**src/rtl/stepper_phase_decoder.sv**
```systemverilog
// Stepper phase-line decoder: debounce, half-step index tracking, step/direction/position,
// and step period measurement when STEPPER_PERIOD_MEASURE_EN is defined.
module stepper_phase_decoder #(
  parameter int DEBOUNCE_CYCLES = 16,
  parameter int POS_WIDTH       = 32,
  parameter int PERIOD_WIDTH    = 24
) (
  input  logic                    clk,
  input  logic                    reset,
  input  logic [3:0]              phase_in,
  input  logic                    clear,
  output logic                    step_pulse,
  output logic                    step_dir,
  output logic [POS_WIDTH-1:0]    position,
  output logic [PERIOD_WIDTH-1:0] period,
  output logic                    period_valid,
  output logic                    fault,
  output logic                    fault_flag,
  output logic                    energised
);
  localparam logic [7:0] DEB_MAX = 8'(DEBOUNCE_CYCLES);

  // Returns {legal, half-step index}; 0000 and illegal patterns both report legal=0.
  function automatic logic [3:0] phase_to_index(input logic [3:0] p);
    case (p)
      4'b0001: phase_to_index = 4'b1000;
      4'b0011: phase_to_index = 4'b1001;
      4'b0010: phase_to_index = 4'b1010;
      4'b0110: phase_to_index = 4'b1011;
      4'b0100: phase_to_index = 4'b1100;
      4'b1100: phase_to_index = 4'b1101;
      4'b1000: phase_to_index = 4'b1110;
      4'b1001: phase_to_index = 4'b1111;
      default: phase_to_index = 4'b0000;
    endcase
  endfunction

  logic [3:0]                  cand_q, cand_d, stable_q, stable_d;
  logic [7:0]                  cnt_q, cnt_d;
  logic                        accept_q, accept_d;
  logic [2:0]                  idx_q, idx_d;
  logic                        idx_vld_q, idx_vld_d;
  logic                        step_pulse_q, step_pulse_d, step_dir_q, step_dir_d;
  logic signed [POS_WIDTH-1:0] position_q, position_d;
  logic                        fault_q, fault_d, fault_flag_q, fault_flag_d;
  logic                        energised_q, energised_d;
  logic                        step_evt;
  logic signed [2:0]           step_delta;
  logic [3:0]                  dec;
  logic [2:0]                  diff;

`ifdef STEPPER_PERIOD_MEASURE_EN
  logic [PERIOD_WIDTH-1:0] per_cnt_q, per_cnt_d, period_q, period_d;
  logic                    per_ref_q, per_ref_d, period_vld_q, period_vld_d;

  function automatic logic [PERIOD_WIDTH-1:0] sat_inc(input logic [PERIOD_WIDTH-1:0] v);
    sat_inc = (v == '1) ? v : v + PERIOD_WIDTH'(1);
  endfunction
`endif

  always_comb begin
    cand_d       = cand_q;
    cnt_d        = cnt_q;
    stable_d     = stable_q;
    accept_d     = 1'b0;
    idx_d        = idx_q;
    idx_vld_d    = idx_vld_q;
    step_pulse_d = 1'b0;
    step_dir_d   = step_dir_q;
    position_d   = position_q;
    fault_d      = 1'b0;
    fault_flag_d = fault_flag_q;
    energised_d  = energised_q;
    step_evt     = 1'b0;
    step_delta   = '0;
    dec          = phase_to_index(stable_q);
    diff         = dec[2:0] - idx_q;

    // Stage 1: debounce; a pattern is accepted once it has been seen DEBOUNCE_CYCLES times in a row
    if (phase_in != cand_q) begin
      cand_d = phase_in;
      cnt_d  = 8'd1;
    end else if (cnt_q < DEB_MAX) begin
      cnt_d = cnt_q + 8'd1;
    end
    if (cnt_q == DEB_MAX && cand_q != stable_q) begin
      stable_d = cand_q;
      accept_d = 1'b1;
    end

    // Stage 2: decode the newly accepted pattern into step/fault events
    if (accept_q) begin
      energised_d = (stable_q != 4'b0000);
      if (stable_q == 4'b0000) begin
        energised_d = 1'b0;
      end else if (!dec[3]) begin
        fault_d      = 1'b1;
        fault_flag_d = 1'b1;
      end else if (!idx_vld_q) begin
        idx_d     = dec[2:0];
        idx_vld_d = 1'b1;
      end else begin
        idx_d = dec[2:0];
        case (diff)
          3'd0: ;
          3'd1: begin step_evt = 1'b1; step_delta = 3'sd1;  end
          3'd2: begin step_evt = 1'b1; step_delta = 3'sd2;  end
          3'd7: begin step_evt = 1'b1; step_delta = -3'sd1; end
          3'd6: begin step_evt = 1'b1; step_delta = -3'sd2; end
          default: begin
            fault_d      = 1'b1;
            fault_flag_d = 1'b1;
          end
        endcase
      end
    end

    if (step_evt) begin
      step_pulse_d = 1'b1;
      step_dir_d   = ~step_delta[2];
      position_d   = position_q + POS_WIDTH'(step_delta);
    end

`ifdef STEPPER_PERIOD_MEASURE_EN
    per_cnt_d    = sat_inc(per_cnt_q);
    per_ref_d    = per_ref_q;
    period_d     = period_q;
    period_vld_d = 1'b0;
    if (step_evt) begin
      if (per_ref_q) begin
        period_d     = per_cnt_q;
        period_vld_d = 1'b1;
      end
      per_cnt_d = PERIOD_WIDTH'(1);
      per_ref_d = 1'b1;
    end
`endif

    // clear overrides accumulated state but keeps an index that was just (re)established
    if (clear) begin
      position_d   = '0;
      fault_flag_d = 1'b0;
      if (!(accept_q && dec[3])) idx_vld_d = 1'b0;
`ifdef STEPPER_PERIOD_MEASURE_EN
      per_cnt_d    = '0;
      per_ref_d    = 1'b0;
      period_vld_d = 1'b0;
`endif
    end
  end

  always_ff @(posedge clk or negedge reset) begin
    if (!reset) begin
      cand_q       <= 4'b0000;
      cnt_q        <= 8'd0;
      stable_q     <= 4'b0000;
      accept_q     <= 1'b0;
      idx_q        <= 3'd0;
      idx_vld_q    <= 1'b0;
      step_pulse_q <= 1'b0;
      step_dir_q   <= 1'b0;
      position_q   <= '0;
      fault_q      <= 1'b0;
      fault_flag_q <= 1'b0;
      energised_q  <= 1'b0;
`ifdef STEPPER_PERIOD_MEASURE_EN
      per_cnt_q    <= '0;
      per_ref_q    <= 1'b0;
      period_q     <= '0;
      period_vld_q <= 1'b0;
`endif
    end else begin
      cand_q       <= cand_d;
      cnt_q        <= cnt_d;
      stable_q     <= stable_d;
      accept_q     <= accept_d;
      idx_q        <= idx_d;
      idx_vld_q    <= idx_vld_d;
      step_pulse_q <= step_pulse_d;
      step_dir_q   <= step_dir_d;
      position_q   <= position_d;
      fault_q      <= fault_d;
      fault_flag_q <= fault_flag_d;
      energised_q  <= energised_d;
`ifdef STEPPER_PERIOD_MEASURE_EN
      per_cnt_q    <= per_cnt_d;
      per_ref_q    <= per_ref_d;
      period_q     <= period_d;
      period_vld_q <= period_vld_d;
`endif
    end
  end

  assign step_pulse = step_pulse_q;
  assign step_dir   = step_dir_q;
  assign position   = position_q;
  assign fault      = fault_q;
  assign fault_flag = fault_flag_q;
  assign energised  = energised_q;
`ifdef STEPPER_PERIOD_MEASURE_EN
  assign period       = period_q;
  assign period_valid = period_vld_q;
`else
  assign period       = '0;
  assign period_valid = 1'b0;
`endif

endmodule
```
**config.mk**
```make
export PLATFORM = sky130hd
export DESIGN_NAME = stepper_phase_decoder
export DESIGN_NICKNAME = d
export VERILOG_FILES = /design/src/rtl/stepper_phase_decoder.sv
export SDC_FILE = /design/constraint.sdc
export NUM_CORES = 1
export LEC_CHECK = 0
export CORE_UTILIZATION = 35
export CTS_CLUSTER_SIZE = 25
export DETAILED_ROUTE_END_ITERATION = 8
export PLACE_DENSITY_LB_ADDON = 0.15
export SETUP_SLACK_MARGIN = 0.4
export SLEW_MARGIN = 20
export SYNTH_ARGS = -nofsm -noshare
export SYNTH_HDL_FRONTEND = slang
export SYNTH_SLANG_ARGS = --single-unit
```
**constraint.sdc**
```tcl
create_clock -name clk -period 8.2 [get_ports clk]
set_clock_uncertainty 0.1 [all_clocks]
set_input_delay 1.23 -clock clk [delete_from_list [all_inputs] [get_ports clk]]
set_output_delay 1.23 -clock clk [all_outputs]
set_load 0.01 [all_outputs]
```
**Yosys cells after proc, flatten, opt, wreduce, memory -nomap -nowiden**

Memories as Yosys holds them, arrays and structs flattened.
Cells that the tools add are included.

- Register bits after elaboration: 58
- Bits in latches: 0
- Bits in writable memories: 0
- Bits in read-only memories: 64
- Bits of input ports: 7
- Memories kept: 1

- Add/subtract/negate cells: 3
- $mul: 0
- Div/mod/pow operators: 0
- $lt $le $gt $ge: 1
- Equal/unequal tests: 10
- Shift operators: 0
- Multiplexer cells: 33
- Bitwise operators: 2
- Reduce and logical (&&, ||, !) cells: 12

Memory list:

| name | words | bits a word | rd ports | clocked after Yosys merged registers in | wr ports | line | RTL |
|---|---|---|---|---|---|---|---|
| (no name shown) | 16 | 4 | 1 | 0 | 0 | 25 | `case (p)` |

Operators by type and width:

| operator | count |
|---|---|
| $mux 32 | 2 |
| $add 32x3->32 | 1 |
| $mux 1 | 24 |
| $mux 8 | 2 |
| $mux 3 | 4 |
| $pmux 3 s4 | 1 |
| $add 8x1->8 const B | 1 |
| $eq 8x5->1 const B | 1 |
| $lt 8x5->1 const B | 1 |
| $ne 4x4->1 | 2 |
| $eq 3x3->1 const B | 2 |
| $ne 3x3->1 const B | 2 |
| $reduce_bool 2->1 | 3 |
| $reduce_or 5->1 | 1 |
| $logic_not 4->1 | 1 |
| $reduce_and 4->1 | 1 |
| $reduce_bool 4->1 | 1 |
| $reduce_or 4->1 | 1 |
| $eq 3x1->1 const B | 1 |
| $eq 3x2->1 const B | 1 |
| $logic_not 3->1 | 1 |
| $reduce_and 3->1 | 1 |
| $sub 3x3->3 | 1 |
| $logic_and 1x1->1 | 2 |
| other kinds (2) | 3 |

**Longest topological paths before layout**

Gate-level depths: netlist of run 1.
An unclocked memory read counts as a cell.

- Word-level depth: 11
- Depth in mapped cells: 20
- Depth with buffers taken out: 19

**Worst setup path before layout of run 1**

OpenSTA, ideal clock, no wires.

- Path kind: register -> register
- From: register stable_q[0]
- To: register position_q[31] (netlist: position[31])
- Setup time: 0.128 ns
- Data arrival time: 6.687 ns
- Slack: 1.285 ns
- Cell stages (with the launch flop): 20
- Period minus slack after synthesis: 6.915 ns
- Cells stage by stage: dfrtp_1 -> buf_2 -> and2_1 -> or4_1 -> ha_1 -> fa_1 -> xnor2_1 -> xnor2_1 -> nor3b_1 -> ha_1 -> buf_2 -> a21oi_1 -> o21ai_0 -> a211oi_1 -> a211oi_1 -> o31a_1 -> o211ai_2 -> a32oi_2 -> mux2i_1 -> mux2_1

- Longest elaborated chain between the ends: 11

RTL lines:

| what | line | RTL |
|---|---|---|
| from (decl) | 38 | `logic [3:0] cand_q, cand_d, stable_q, stable_d;` |
| from (signal assigned) | 175 | `stable_q <= stable_d;` |
| $mem_v2 16x4 | - |  |
| $sub 3x3->3 | 77 | `diff = dec[2:0] - idx_q;` |
| $eq 3x3->1 (tied with other cells) | 104 | `case (diff)` |
| $pmux 3 s4 | 104 |  |
| $mux 3 | 99 | `end else if (!idx_vld_q) begin` |
| $mux 3 | 96 | `end else if (!dec[3]) begin` |
| $mux 3 | 94 | `if (stable_q == 4'b0000) begin` |
| $mux 3 | 92 | `if (accept_q) begin` |
| $add 32x3->32 | 121 | `position_d = position_q + POS_WIDTH'(step_delta);` |
| $mux 32 | 118 | `if (step_evt) begin` |
| $mux 32 | 140 | `if (clear) begin` |
| to (signal assigned) | 181 | `position_q <= position_d;` |
| to (decl) | 44 | `logic signed [POS_WIDTH-1:0] position_q, position_d;` |

Parallel ways exist; a longest one is shown, timed or not. The select of a mux whose other input is x is not followed.
A chain may end at the register's enable or synchronous reset.

**Worst setup path after layout of run 1**

Ends and elaborated chain as after synthesis.

==> impl_metrics.json, run 1 <==
{
  "status": "finished clean",
  "ir_drop_mv": 0.1166,
  "avgViaCountPerCell": 5.083,
  "hold_class": "flip-flop to flip-flop",
  "grt_pass1_wl_mm": 16.95,
  "worstSetupEndpointType": "flip-flop",
  "path_delay_family": "simple AND/OR/NAND/NOR gates",
  "first_pass_iters": 4,
  "final_common_cell": "nand2_1",
  "overflow": 0,
  "gp_congestion": 0.8635,
  "fin_crit_ps": 6224,
  "synth_edf_count": 0,
  "drive_gt1_share_pct": 6.318,
  "p_total_uw": 685.7,
  "cap_violations": 0,
  "worstPathMaxFanout": 18,
  "ys_seq_elements": 58,
  "yosys.area.top_type": "dfrtp_1",
  "final.setup.tns_ps": 0,
  "tightest_slew_ps": 999.0,
  "fin_ws_ps": 1976,
  "postCtsSetupBuffers": 0,
  "syn_area_per_cell_um2": 8.463,
  "clk_latency_ps": 330,
  "setup_violations": 0,
  "grtUsageTotal_pct": 16.56,
  "synth_area_um2": 4367,
  "required_ps": 8310,
  "yosysSeqAreaShare_pct": 33.24,
  "synth.distinct_cells": 59,
  "clockBufferDepth": 2,
  "routedWlPerCell_um": 13.82,
  "cts-root-buf": "clkbuf_16",
  "crit_chain": "and2_1, or4_1, ha_1, fa_1, xnor2_1, xnor2_1, nor3b_2, buf_4, ha_1, a21oi_1, o21ai_0, a211oi_1, a211oi_1, o31a_1, o211ai_2, a32oi_2, mux2i_1, mux2_1",
  "die_h_um": 113.7,
  "pre_cts_ws_ps": 2021,
  "arrival_ps": 6330,
  "crit_type": "flip-flop to flip-flop",
  "ant_nets": 0,
  "hold_violations": 0,
  "syn_inst": 516,
  "path_buf_inv": 1,
  "place.detailed.hpwl_mm": 7.032,
  "layout.nets": 593,
  "synth_area_leaders": "dfrtp_1, ha_1, a21oi_1",
  "regArea_um2": 1451,
  "n_fill_cell": 1203,
  "maxSlewViolCount": 0,
  "grt_max_degree": 59,
  "cp-start-kind": "flip-flop",
  "yosysTopAreaCellShare_pct": 33.24,
  "antenna_cells": 0,
  "cellLeakagePower_nw": 2.309,
  "multi_input_area_um2": 2669,
  "ios": 69,
  "numCtsBuffers": 9,
  "core_um2": 12060,
  "utilization_pct": 42.49,
  "cts_resized": 0,
  "htree_levels": 3,
  "powerDensity_nw_per_um2": 133.8,
  "async_flop_share_pct": 100.0,
  "cts_sinks": 58,
  "drt_wl_total_mm": 9.980,
  "ys_warn_count": 0,
  "grt_pass1_vias": 3585,
  "cts_tree": "built",
  "cts.hold.buffers_added": 0,
  "fp-row-count": 40,
  "dieArea_um2": 12930,
  "layout_common_cells": "nand2_1, a21oi_1, dfrtp_1",
  "die_w_um": 113.7,
  "rsz0062_at_grt": "false",
  "fmax_ghz": 0.1607,
  "drt_first_iter_violations": 144,
  "placement.cell_area_um2": 4838,
  "antenna_found_initial": 0,
  "port_buffers": 43,
  "drc": 0,
  "synth-main-ff-cell": "dfrtp_1",
  "slew_headroom_pct": 33.11,
  "crit_slowest_cell": "nor3b_2",
  "initial_core_util_pct": 36.20,
  "fin_crit_sh_pct": 75.90,
  "dr_total_vias": 3670,
  "final_area_um2": 5125,
  "slowest_delay_ps": 880,
  "area_delta_synth_final_pct": 17.36,
  "clkTransAtPathRegs_ps": 50
}
[through the flow]
step | hold slack (ps) | cells
final | 388.2 | 722
after global routing | 417.6 | 722
after CTS | 395.6 | 722
after detailed placement | 384.0 | 707
after global placement | 390.2 | 707
after floorplan | 354.0 | 540
[routing by layer]
layer / vias up / GRT usage (%) / wire length [µm]
met1: 1726 / 20.99 / 4668
met4: 0 / 5.702 / 147
met2: 76 / 27.03 / 4667
met5: - / 0 / 0
li1: 1854 / - / -
met3: 14 / 4.676 / 496
[sequential cells by signal, indices dropped and copies added (netlist names), 3 cells and up]
register and flops:
position 32, idx_q 3, cand_q 4, stable_q 4, cnt_q 8
[final timing paths]
check                                              from                       end  slack [ps]  cells after the start
worst max-delay path            stable_q[0]$_DFFE_PN0P_  position[31]$_DFFE_PN0P_        1980                     18
worst min-delay path               idx_q[0]$_DFFE_PN0P_      idx_q[0]$_DFFE_PN0P_         390                      2
worst max register to register  stable_q[0]$_DFFE_PN0P_  position[31]$_DFFE_PN0P_        1980                     18
worst min register to register     idx_q[0]$_DFFE_PN0P_      idx_q[0]$_DFFE_PN0P_         390                      2
max in group asynchronous                         reset   stable_q[0]$_DFFE_PN0P_        6530                      2
min in group asynchronous                         reset   position[5]$_DFFE_PN0P_         970                      2
[synthesized netlist by cell type, drive strengths merged, types with 5 or more instances]
| cell | number |
|---|---|
| a21oi | 67 |
| nor2b | 5 |
| nor2 | 35 |
| clkbuf | 13 |
| nor3 | 9 |
| xnor2 | 28 |
| xor2 | 10 |
| a211oi | 9 |
| ha | 34 |
| inv | 14 |
| nand4 | 7 |
| buf | 35 |
| dfrtp | 58 |
| o21ai | 18 |
| nand3 | 5 |
| and2 | 6 |
| mux2 | 5 |
| o21bai | 6 |
| a21o | 14 |
| nand2 | 78 |
[worst reg2reg max path, cell delays in order, from the launching register on]
cell	delay [ps]
dfrtp_1	480
and2_1	250
or4_1	560
ha_1	220
fa_1	380
xnor2_1	140
xnor2_1	360
nor3b_2	880
buf_4	410
ha_1	370
a21oi_1	210
o21ai_0	150
a211oi_1	270
a211oi_1	150
o31a_1	330
o211ai_2	200
a32oi_2	140
mux2i_1	180
mux2_1	340
[power by group]
group	total, mW	switching (mW)	internal, mW
combinational	0.0235	0.0172	0.00626
sequential	0.290	0.00178	0.288
clock	0.372	0.132	0.241
total	0.686	0.151	0.535
[area by class of cell]
cell class / instances / share of cell area [%]
well taps: 168 / 4.102
clock buffers: 12 / 4.810
flip-flops and latches: 58 / 28.32
clock inverters: 3 / 0.7812
repair buffers: 47 / 8.887
multi-input cells: 420 / 52.08
inverters: 14 / 1.025
[kinds of logic (layout without fill, tap and decap cells)]
group | Yosys count | count (layout) | synth area share, %
flops | 58 | 58 | 33.24
mux | 7 | 7 | 1.748
fa+ha+maj | 36 | 36 | 10.66
other cells | 1 | 25 | 0.08588
simple gates | 166 | 166 | 17.48
buf+inv | 62 | 76 | 7.822
xor+xnor | 38 | 38 | 7.622
compound gates | 148 | 148 | 21.35
No activity file was read; power rests on OpenSTA's default activity.
==> run 2: changes to the inputs <==
==> constraint.sdc (replaced) <==
create_clock -name clk -period 5.3 [get_ports clk]
set_clock_uncertainty 0.1 [all_clocks]
set_input_delay 0.795 -clock clk [delete_from_list [all_inputs] [get_ports clk]]
set_output_delay 0.795 -clock clk [all_outputs]
set_load 0.01 [all_outputs]
==> impl_metrics.json, run 2 (synthesis gave the netlist of run 1 again) <==
{
  "status": "finished clean",
  "placedCellCount": 717,
  "slew_headroom_pct": 33.20,
  "drive_gt1_share_pct": 20.64,
  "final.setup.tns_ps": 0,
  "tightest_slew_ps": 998.8,
  "drc": 0,
  "dieArea_um2": 12930,
  "powerDensity_nw_per_um2": 190.3,
  "overflow": 0,
  "met2_usage_pct": 29.80,
  "drt_wl_total_mm": 11.16,
  "drt_first_iter_violations": 135,
  "crit_slowest_cell": "or4_4",
  "first_pass_iters": 4,
  "utilization_pct": 48.66,
  "die_w_um": 113.7,
  "holdPathStages": 1,
  "clkTransAtPathRegs_ps": 50,
  "maxSlewViolCount": 0,
  "fin_crit_sh_pct": 92.03,
  "pre_cts_ws_ps": 179.2,
  "layout_common_cells": "nand2_1, a21oi_1, dfrtp_1",
  "gp_congestion": 0.8440,
  "clk_latency_ps": 330,
  "hold_class": "flip-flop to flip-flop",
  "fin_cells": 764,
  "fmax_ghz": 0.2050,
  "required_ps": 5410,
  "crit_chain": "and2_4, or4_4, ha_4, fa_2, xnor2_2, xnor2_2, nor3b_4, buf_6, buf_6, ha_4, nand2_2, or4_4, a211oi_4, o31a_1, o211ai_2, a32oi_2, mux2i_1, mux2_1",
  "n_fill_cell": 1145,
  "cts_tree": "built",
  "dr_total_vias": 3881,
  "port_buffers": 43,
  "fin_ws_ps": 422.4,
  "ff2ff_path_depth": 18,
  "setup_violations": 0,
  "die_h_um": 113.7,
  "path_delay_family": "simple AND/OR/NAND/NOR gates",
  "layout.nets": 634,
  "cts.hold.buffers_added": 0,
  "grt_pass1_vias": 3656,
  "final_common_cell": "nand2_1",
  "grtUsageTotal_pct": 17.48,
  "r2r_slack_ps": 420,
  "ir_drop_mv": 0.1699,
  "use_met1_pct": 21.71,
  "worstPathMaxFanout": 7,
  "fp-row-count": 40,
  "worstSetupEndpointType": "flip-flop",
  "clockBufferDepth": 2,
  "grtUsageMet3_pct": 4.198,
  "cp.depth": 18,
  "cap_violations": 0,
  "initial_core_util_pct": 36.20,
  "fin_crit_ps": 4878,
  "crit_type": "flip-flop to flip-flop",
  "p_total_mw": 1.117,
  "place.detailed.hpwl_mm": 7.548,
  "numCtsBuffers": 9,
  "antenna_cells": 0,
  "cts_sinks": 58,
  "slowest_delay_ps": 550,
  "top_usage_layer": "met2",
  "ios": 69,
  "routedWlPerCell_um": 14.61,
  "core_um2": 12060,
  "cts-root-buf": "clkbuf_16",
  "area_delta_synth_final_pct": 34.41,
  "arrival_ps": 4990,
  "grt_pass1_wl_mm": 17.86,
  "cp-start-kind": "flip-flop",
  "htree_levels": 3,
  "cellLeakagePower_nw": 2.595,
  "path_buf_inv": 2,
  "rsz0062_at_grt": "true",
  "largest_register_ffs": 32,
  "grt_max_degree": 59,
  "avgViaCountPerCell": 5.080,
  "antenna_found_initial": 0,
  "hold_violations": 0,
  "ant_nets": 0
}
==> run 2: cell count changes in the layout (fill, tap and decap cells not counted), sizes merged <==
cell	previous run	this run
buf	5	46
bufinv	1	2
clkbuf	12	11
clkinvlp	0	1
==> run 2: where the power goes <==
part           switching, mW  leakage [nW]  total, mW  internal (mW)
registers            0.00283         0.795      0.449          0.446
clock network          0.209         0.156      0.631          0.422
logic                 0.0276          1.64     0.0373        0.00973
==> run 2: layout make-up <==
type | count | area, µm² | area share (%)
Sequential cell | 58 | 1453 | 24.75
Inverter | 14 | 52.55 | 0.8953
Tap cell | 168 | 210.2 | 3.581
Multi-Input combinational cell | 420 | 3028 | 51.59
Clock inverter | 5 | 77.57 | 1.322
Clock buffer | 11 | 242.7 | 4.136
Timing Repair Buffer | 88 | 805.8 | 13.73
==> run 2: routing by layer <==
metal | part of all wire (%) | wire length [µm]
met4 | 1.6 | 183
met5 | 0 | 0
met3 | 3.4 | 383
met1 | 45 | 5070
met2 | 49 | 5524
==> run 2: path summary, 6_finish.rpt <==
check | start | end
setup / recovery | stable_q[3]$_DFFE_PN0P_ | position[31]$_DFFE_PN0P_
hold / removal | fault_flag$_DFFE_PN0P_ | fault_flag$_DFFE_PN0P_
setup reg to reg | stable_q[3]$_DFFE_PN0P_ | position[31]$_DFFE_PN0P_
hold reg to reg | fault_flag$_DFFE_PN0P_ | fault_flag$_DFFE_PN0P_
max in group asynchronous | reset | stable_q[2]$_DFFE_PN0P_
min in group asynchronous | reset | position[5]$_DFFE_PN0P_
==> run 2: repair_timing <==
action | 4_1_cts | 5_1_grt
setup buffers | 7 | 23
setup endpoints to repair | 8 | 16
resized for setup | 25 | 38
gates cloned | 1 | 0
pin swaps | 5 | 18
==> run 2: per-stage QoR <==
stage	hold WS, ps	instance area [µm²]
detailed placement	400.7	4971
global placement	399.9	4971
CTS	414.0	5488
floorplan	378.5	4547
finish	408.1	5869
global route	434.0	5869
==> run 3: changes to the inputs <==
--- a/config.mk
+++ b/config.mk
@@ -6,7 +6,6 @@
 export NUM_CORES = 1
 export LEC_CHECK = 0
 export CORE_UTILIZATION = 35
-export CTS_CLUSTER_SIZE = 25
 export DETAILED_ROUTE_END_ITERATION = 8
 export PLACE_DENSITY_LB_ADDON = 0.15
 export SETUP_SLACK_MARGIN = 0.4
==> results of run 3 <==
Same layout as run 2: the final DEF is identical, and so are final timing and power.
